<file path="src/rtl/sass_pkg.sv">
// sass_pkg: transport states, tempo width and shared tempo constants
package sass_pkg;

    typedef enum logic [1:0] {IDLE, RUN, PAUSE} transport_t;

    localparam int TEMPO_W = 23;
    localparam int CLK_HZ  = 10_000_000;

    localparam logic [TEMPO_W-1:0] BPM240 = TEMPO_W'(CLK_HZ * 60 / 240 - 1);
    localparam logic [TEMPO_W-1:0] BPM120 = TEMPO_W'(CLK_HZ * 60 / 120 - 1);
    localparam logic [TEMPO_W-1:0] BPM100 = TEMPO_W'(CLK_HZ * 60 / 100 - 1);
    localparam logic [TEMPO_W-1:0] BPM75  = TEMPO_W'(CLK_HZ * 60 / 75 - 1);

endpackage

</file>
<file path="src/rtl/beat_timer.sv">
// beat_timer: period counter that ticks once count reaches the live tempo
import sass_pkg::*;

module beat_timer #(
    parameter int W = TEMPO_W
) (
    input  logic         clk,
    input  logic         n_rst,
    input  logic         en,
    input  logic         clr,
    input  logic [W-1:0] tempo,
    output logic         tick
);

    logic [W-1:0] count_q, count_d;

    // >= rather than == so a tempo cut below the running count fires at once
    always_comb begin
        tick    = en && (count_q >= tempo);
        count_d = (clr || tick) ? '0 : en ? count_q + 1'b1 : count_q;
    end

    // counter register
    always_ff @(posedge clk or negedge n_rst) begin
        if (!n_rst) count_q <= '0;
        else        count_q <= count_d;
    end

endmodule

</file>
<file path="src/rtl/beat_generator.sv">
// beat_generator: play/pause/stop transport driving beat, step and measure pulses
import sass_pkg::*;

module beat_generator #(
    parameter int TEMPO_W = sass_pkg::TEMPO_W,
    parameter int STEPS   = 8,
    parameter int STEP_W  = $clog2(STEPS)
) (
    input  logic               clk,
    input  logic               n_rst,
    input  logic [TEMPO_W-1:0] tempo,
    input  logic               play_button,
    input  logic               stop_button,
    output logic               beat_pulse,
    output logic [STEP_W-1:0]  step,
    output logic               measure_pulse,
    output logic               running
);

    transport_t        state_q, state_d;
    logic [STEP_W-1:0] step_q, step_d;
    logic              beat_q, beat_d, measure_q, measure_d, running_q, running_d;
    logic              en, clr, tick, last;

    beat_timer #(.W(TEMPO_W)) u_timer (
        .clk   (clk),
        .n_rst (n_rst),
        .en    (en),
        .clr   (clr),
        .tempo (tempo),
        .tick  (tick)
    );

    // transport decode: stop beats play, play from IDLE gives the downbeat, counting only in RUN
    always_comb begin
        state_d   = state_q;
        step_d    = step_q;
        en        = 1'b0;
        clr       = 1'b0;
        beat_d    = 1'b0;
        measure_d = 1'b0;
        last      = step_q == STEP_W'(STEPS - 1);
        if (stop_button) begin
            state_d = IDLE;
            clr     = 1'b1;
            step_d  = '0;
        end else if (play_button) begin
            state_d = (state_q == RUN) ? PAUSE : RUN;
            clr     = state_q == IDLE;
            beat_d  = state_q == IDLE;
        end else if (state_q == RUN) begin
            en        = 1'b1;
            beat_d    = tick;
            measure_d = tick && last;
            step_d    = !tick ? step_q : last ? '0 : step_q + 1'b1;
        end
        running_d = state_d == RUN;
    end

    // state and output registers
    always_ff @(posedge clk or negedge n_rst) begin
        if (!n_rst) begin
            state_q   <= IDLE;
            step_q    <= '0;
            beat_q    <= 1'b0;
            measure_q <= 1'b0;
            running_q <= 1'b0;
        end else begin
            state_q   <= state_d;
            step_q    <= step_d;
            beat_q    <= beat_d;
            measure_q <= measure_d;
            running_q <= running_d;
        end
    end

    assign beat_pulse    = beat_q;
    assign step          = step_q;
    assign measure_pulse = measure_q;
    assign running       = running_q;

endmodule

</file>
<file path="config.mk">
export PLATFORM = sky130hd
export DESIGN_NAME = beat_generator
export DESIGN_NICKNAME = d
export VERILOG_FILES = /design/src/rtl/sass_pkg.sv /design/src/rtl/beat_timer.sv /design/src/rtl/beat_generator.sv
export SDC_FILE = /design/constraint.sdc
export NUM_CORES = 1
export LEC_CHECK = 0
export BUFFER_PORTS_ARGS = -buffer_cell sky130_fd_sc_hd__buf_2
export CORE_ASPECT_RATIO = 1.25
export CORE_MARGIN = 5
export CORE_UTILIZATION = 57
export DETAILED_ROUTE_END_ITERATION = 16
export PLACE_DENSITY = 0.87
export RECOVER_POWER = 25
export SLEW_MARGIN = 20
export SYNTH_ARGS = -nofsm -noshare
export SYNTH_HDL_FRONTEND = slang
export SYNTH_SLANG_ARGS = --single-unit
</file>
<file path="constraint.sdc">
create_clock -name clk -period 2.4 [get_ports clk]
set_input_delay 0.24 -clock clk [delete_from_list [all_inputs] [get_ports clk]]
set_output_delay 0.24 -clock clk [all_outputs]
set_load 0.02 [all_outputs]
</file>
==> flow_summary.ini, run 1 <==
[run_status]
status = complete, but fails checks
violations = max-capacitance violations, max-slew violations

[synthesis]
synthTopCellsByCount = dfrtp_1 (31), ha_1 (26), inv_1 (26)
yosys.cell_types.count = 38
yosysTopAreaCell = dfrtp_1
avgSynthCellArea_sq_um = 8.79
synth_most_common_cell = dfrtp_1
synth_top_area_frac = 0.349
async_flop_share = 1.00
netlist_instances = 253
syn_nets = 306
ys.flop_type = dfrtp_1
ys_top_cells_by_area = dfrtp_1 (35%), ha_1 (15%), nor3_1 (5.4%), inv_1 (4.4%), xor2_1 (4.3%)
synth_seq_cells = 31
netlist_area_sq_um = 2220
yosysWarnings = 0
seq_area_frac_synth = 0.349
synth_edf_count = 0

[routing]
detail-route-antenna-nets = 0
wl_per_cell_um = 13.5
drt_wl_total_mm = 4.65
viasPerCell = 5.54
via_count = 1912
drtIter0Drc = 91
dr.pass1.iters = 4
drc = 0

[global_route]
grt_remaining_overflow = 0
grt_pass1_wl_mm = 8.29
grt_pass1_vias = 1886
grt_max_degree = 32
grtUsageTotal = 0.204
antenna_found_initial = 0

[power]
peakVddDrop_uv = 348
combinationalPowerShare = 0.089
p_switching_w = 0.000268
seqPwrFrac = 0.454
internal_power_w = 0.000903
p_sw_frac = 0.229
clkPwrFrac = 0.457
p_leak_nw = 1.30
p_per_area_nw_per_um2 = 453

[setup_path]
r2r-start = u_timer.count_q[5]$_DFFE_PN0P_
reg2reg_depth = 7
cp_num_buf_inv = 1
crit_path_max_fanout = 13
slowest_delay_ns = 0.46
crit_slowest_cell = or3_4
crit_family = simple AND/OR/NAND/NOR gates
crit_start = u_timer.count_q[5]$_DFFE_PN0P_
cp.required_ns = 2.62
cp.arrival_ns = 2.49
crit_type = reg -> reg
crit_chain = ha_1 > nand4_1 > o311a_1 > or3_4 > a21oi_4 > buf_6 > and3b_1
endpoint_kind = flip-flop
r2r_slack_ns = 0.14
cp-start-kind = flip-flop
regToRegEndpoint = measure_pulse$_DFF_PN0_

[clocking]
root_buffer = clkbuf_8
post_cts_buffers = 0
clock-sinks = 31
h-tree-depth = 2
ctsHoldBuffers = 0
cts_max_path_buffers = 2
cts_buffers = 5
cts_tree = built
clock_latency_ns = 0.29
cts.clk_slew.worst_paths_ns = 0.07

[sta]
setup_viol = 0
setup_ws_ns = 0.136
hold_viol_final = 0
grt_setup_unrepaired = no
tightest_slew_ns = 1.70
fin_crit_ns = 2.26
fin_crit_sh = 0.943
fmax_ghz = 0.442
drv_slew = 32
slew_headroom = -0.132
fin_tns_setup_ns = 0
worst_clock_skew_ns = 0.00683

[cells_and_area]
diodes = 0
syn2layout_area_growth_pct = 16.1
drive_above_1_share = 0.168
nets = 343

[die]
dieHeight_um = 79.8
io_pins = 33
start_util = 0.588
die_w_um = 65.9
dieArea_sq_um = 5260
coreArea_sq_um = 3780
row_count = 25

[flow_run]
cap_violations = 1

[placement]
gp_congestion = 0.812
port_buffers = 32
dpl.hpwl_mm = 3.51
place_ws_ns = 0.140

[min_path]
min_path_type = in -> reg
hold_start = play_button
min_to = state_q[0]$_DFF_PN0_
min_delay_path_depth = 3
registers in the layout (all words and copies together), names as in the netlist:
name / cells
beat_pulse: 1
measure_pulse: 1
running: 1
state_q: 2
step: 3
u_timer.count_q: 23
what timing repair did:
action,in CTS,in global routing
setup endpoints to repair,0,10
gates resized for setup,0,2
hold endpoints to repair,0,0
cells in the final DEF (no fill, tap or decap), types with 2 or more instances in the layout:
cell type / instances
dfrtp_1: 31
o2111a_1: 2
o21ai_0: 2
a31oi_1: 2
buf_4: 5
xor2_1: 11
o21bai_1: 2
o211ai_1: 3
nor4_1: 2
xnor2_1: 8
inv_1: 26
nor2b_1: 5
ha_1: 26
nor3b_1: 4
nand4_1: 8
nand2_1: 19
a21o_1: 3
clkbuf_8: 6
nand2b_1: 5
a22oi_1: 3
nor3_1: 23
buf_2: 31
and2_1: 2
nor2_1: 10
and4_1: 3
and3_1: 4
nand3_1: 19
a21oi_1: 11
worst max-delay path by stage:
stage                                      end  depth (start not counted)
6_report               measure_pulse$_DFF_PN0_                          7
3_3_place_gp           measure_pulse$_DFF_PN0_                          7
3_5_place_dp           measure_pulse$_DFF_PN0_                          9
2_1_floorplan  u_timer.count_q[13]$_DFFE_PN0P_                          7
4_1_cts                measure_pulse$_DFF_PN0_                          7
5_1_grt                measure_pulse$_DFF_PN0_                          9
power groups by stage:
| stage | sequential [W] | combinational, W | clock [W] |
|---|---|---|---|
| 5_1_grt | 0.000532 | 0.000122 | 0.000570 |
| 2_1_floorplan | 0.000544 | 0.0000555 | 0 |
| 6_report | 0.000531 | 0.000105 | 0.000535 |
| 4_1_cts | 0.000531 | 0.000106 | 0.000542 |
| 3_3_place_gp | 0.000541 | 0.000101 | 0 |
| 3_5_place_dp | 0.000541 | 0.000106 | 0 |
stage by stage:
stage               total power, W  utilization  hold WS, ns  cell area (sq um)  cells
floorplan                 0.000599            -      -0.0556               2220    253
global placement          0.000642        0.649        0.319               2460    337
detailed placement        0.000647        0.649        0.326               2460    337
CTS                        0.00118        0.680       0.0152               2570    345
global route               0.00122        0.682        0.276               2580    345
finish                     0.00117        0.682        0.272               2580    345
metal layers:
metal | track usage | vias to the layer above | wire length (um)
met2 | 0.341 | 46 | 2350
met3 | 0.0451 | 10 | 189
met1 | 0.244 | 885 | 1990
met4 | 0.102 | 0 | 116
li1 | - | 971 | -
met5 | 0 | - | 0
cell type report:
class,count,area [sq um]
clock buffer,6,82.6
multi-input combinational,188,1320
fill,301,1200
clock inverter,2,35.0
sequential,31,776
timing repair buffer,38,208
inverter,26,97.6
tap,54,67.6
cell families after synthesis:
kind of cell / Yosys count / share of synthesized area
compound gates: 34 / 0.110
xor+xnor: 19 / 0.0748
fa+ha+maj: 26 / 0.146
buf+inv: 34 / 0.0619
flops: 31 / 0.349
simple gates: 109 / 0.259
tightest hold or removal path: cells and delay by family:
kind                   cells  cell delay, ns
buffers and inverters      1            0.14
AND/OR/NAND/NOR            2            0.14
(Power assumes the default switching activity.)
==> run 2: changes to the inputs <==
Settings changed: ABC_AREA set to 1, CAP_MARGIN set to 20, CORE_UTILIZATION 57 to 58.
==> run 2 against run 1 <==
Net effect:
- the run still ends with max-capacitance violations, max-slew violations left
- via count rose by 16%
- clock power decreased by 25%
- synthesized cell count rose by 38%
- first-iteration DRC count rose by 22%
- critical endpoint is now u_timer.count_q[3]$_DFFE_PN0P_
- clock skew shrank 0.0021 ns
- highest routed layer unchanged
- wire length increased by 11%
- setup slack improved by 0.17 ns
- maximum frequency grew 8.0%
- sequential power hardly changed
==> flow_summary.ini, run 2 <==
[routing]
drc = 0
wl_per_cell_um = 11.7
drt_wl_total_mm = 5.16
drtIter0Drc = 111
dr.pass1.iters = 4
via_count = 2219
detail-route-antenna-nets = 0
viasPerCell = 5.03

[global_route]
grtUsageMet3 = 0.0405
grt_remaining_overflow = 0
busiest_layer = met2
grt_pass1_vias = 2213
grt_max_degree = 32
grt_pass1_wl_mm = 9.03
met1_usage = 0.244
grtUsageTotal = 0.203
use_met2 = 0.341
antenna_found_initial = 0

[sta]
drv_slew = 32
setup_viol = 0
hold_viol_final = 0
worst_clock_skew_ns = 0.00473
grt_setup_unrepaired = no
fin_crit_sh = 0.873
fmax_ghz = 0.477
whs_ns = 0.159
fin_crit_ns = 2.10
tightest_slew_ns = 1.64
slew_headroom = -0.0945
fin_tns_setup_ns = 0

[die]
dieArea_sq_um = 5720
die_w_um = 68.7
coreArea_sq_um = 4130
dieHeight_um = 83.3
row_count = 26
io_pins = 33
start_util = 0.604

[cells_and_area]
layout_common_cells = nand2_1 (98), inv_1 (66), nor2_1 (47), dfrtp_1 (31), buf_2 (31)
syn2layout_area_growth_pct = 11.1
layout_commonest_cell = nand2_1
nets = 438
final_util = 0.671
drive_above_1_share = 0.153
final_area_sq_um = 2770
diodes = 0
top_register = u_timer.count_q
nFillCells = 376
largest_reg_flops = 23
final_cell_count_no_fill = 441

[synthesis]
synth_most_common_cell = nand2_1
ys_top_cells_by_area = dfrtp_1 (31%), nand2_1 (15%), ha_1 (13%), inv_1 (9.9%), nor2_1 (7.1%)
ys.flop_type = dfrtp_1
synthTopCellsByCount = nand2_1 (98), inv_1 (66), nor2_1 (47)
netlist_instances = 350
yosysWarnings = 0
netlist_area_sq_um = 2500
syn_nets = 403
synth_mux_area_frac = 0
synth_seq_cells = 31
synth_edf_count = 0
avgSynthCellArea_sq_um = 7.13
synth-simple-area-share = 0.367
seq_area_frac_synth = 0.311
synth_xor_area_frac = 0.0456
yosysTopAreaCell = dfrtp_1
synth_compound_area_frac = 0.0296
synth_top_family_by_area = simple AND/OR/NAND/NOR gates
synth_fa_ha_area_frac = 0.130
yosys.cell_types.count = 27
synth_top_area_frac = 0.311
async_flop_share = 1.00

[clocking]
root_buffer = clkbuf_8
cts.repair.resized = 0
clock_latency_ns = 0.28
cts_max_path_buffers = 2
ctsHoldBuffers = 0
post_cts_buffers = 0
cts_buffers = 5
clock-sinks = 31
cts_tree = built
cts.clk_slew.worst_paths_ns = 0.06
h-tree-depth = 2

[setup_path]
endpoint_kind = flip-flop
crit_type = reg -> reg
cp.required_ns = 2.55
cp-start-kind = flip-flop
cp.arrival_ns = 2.25
crit_path_max_fanout = 20

[run_status]
status = complete, but fails checks
violations = max-capacitance violations, max-slew violations

[flow_run]
cap_violations = 1

[min_path]
min_path_type = in -> reg

[power]
p_sw_frac = 0.243
combinationalPowerShare = 0.110
seqPwrFrac = 0.507
internal_power_w = 0.000792
p_per_area_nw_per_um2 = 377
p_leak_nw = 1.59
clkPwrFrac = 0.383
peakVddDrop_uv = 449
p_switching_w = 0.000254

[placement]
gp_congestion = 0.868
dp_cells = 434
dpl.hpwl_mm = 4.14
place_area_sq_um = 2690
port_buffers = 32
==> run 2: cell types whose count changed after synthesis, sizes merged, moves of 4 or more <==
cell,before,now
a21oi,12,8
and3,4,0
clkbuf,5,0
inv,26,67
nand2,19,101
nand2b,5,0
nor2,10,57
nor2b,5,0
nor3,24,2
nor3b,4,0
==> run 2: cells by family (layout without fill, tap and decap cells) <==
| logic type | count (synthesis) | after routing |
|---|---|---|
| buffers and inverters | 71 | 106 |
| xor gates and xnor gates | 13 | 13 |
| and+or+nand+nor | 195 | 195 |
| DFF | 31 | 31 |
| AOI/OAI and AO/OA | 14 | 14 |
| adders and majority gates | 26 | 26 |
==> run 2: critical path, stage by stage, from the launching register on <==
cell	delay (ns)
dfrtp_1	0.48
ha_1	0.34
nand2_1	0.05
nor2_1	0.18
nand2_1	0.11
nor2_1	0.13
nand2_1	0.10
nand3_2	0.15
nand2_4	0.10
nand2_4	0.25
nor2_1	0.08
==> run 2: per-layer routing <==
metal  wire (um)  up-vias
met5           0        -
met1        2150      999
li1            -     1147
met2        2600       63
met4         106        0
met3         304       10
==> run 2: final timing paths <==
kind                                                  from                              to  slack [ns]  cells after the start
setup / recovery           u_timer.count_q[16]$_DFFE_PN0P_  u_timer.count_q[3]$_DFFE_PN0P_        0.30                     10
hold / removal                                 stop_button            beat_pulse$_DFF_PN0_        0.16                      2
setup reg to reg           u_timer.count_q[16]$_DFFE_PN0P_  u_timer.count_q[3]$_DFFE_PN0P_        0.30                     10
hold reg to reg             u_timer.count_q[0]$_DFFE_PN0P_  u_timer.count_q[0]$_DFFE_PN0P_        0.55                      2
max in group asynchronous                            n_rst  u_timer.count_q[5]$_DFFE_PN0P_        1.07                      1
min in group asynchronous                            n_rst             step[2]$_DFFE_PN0P_        0.38                      1
==> run 2: final cells by class <==
type                       instances  area [sq um]  share of cell area
clock inverter                     1          5.00             0.00180
inverter                          67           251              0.0907
sequential                        31           776               0.280
tap                               56          70.1              0.0253
multi-input combinational        248          1430               0.516
timing repair buffer              32           159              0.0573
clock buffer                       6          82.6              0.0298
==> run 2: power groups by stage <==
stage                     clock (W)  sequential (W)  combinational, W
after floorplan                   0        0.000543         0.0000719
after global placement            0        0.000540          0.000113
after detailed placement          0        0.000540          0.000116
after CTS                  0.000415        0.000530          0.000117
after global routing       0.000445        0.000531          0.000134
final                      0.000401        0.000531          0.000115
==> run 2: stage by stage <==
stage | worst slack (ns) | power, W
2_1_floorplan | 0.725 | 0.000615
3_3_place_gp | 0.464 | 0.000653
3_5_place_dp | 0.337 | 0.000656
4_1_cts | 0.304 | 0.00106
5_1_grt | 0.148 | 0.00111
6_report | 0.304 | 0.00105
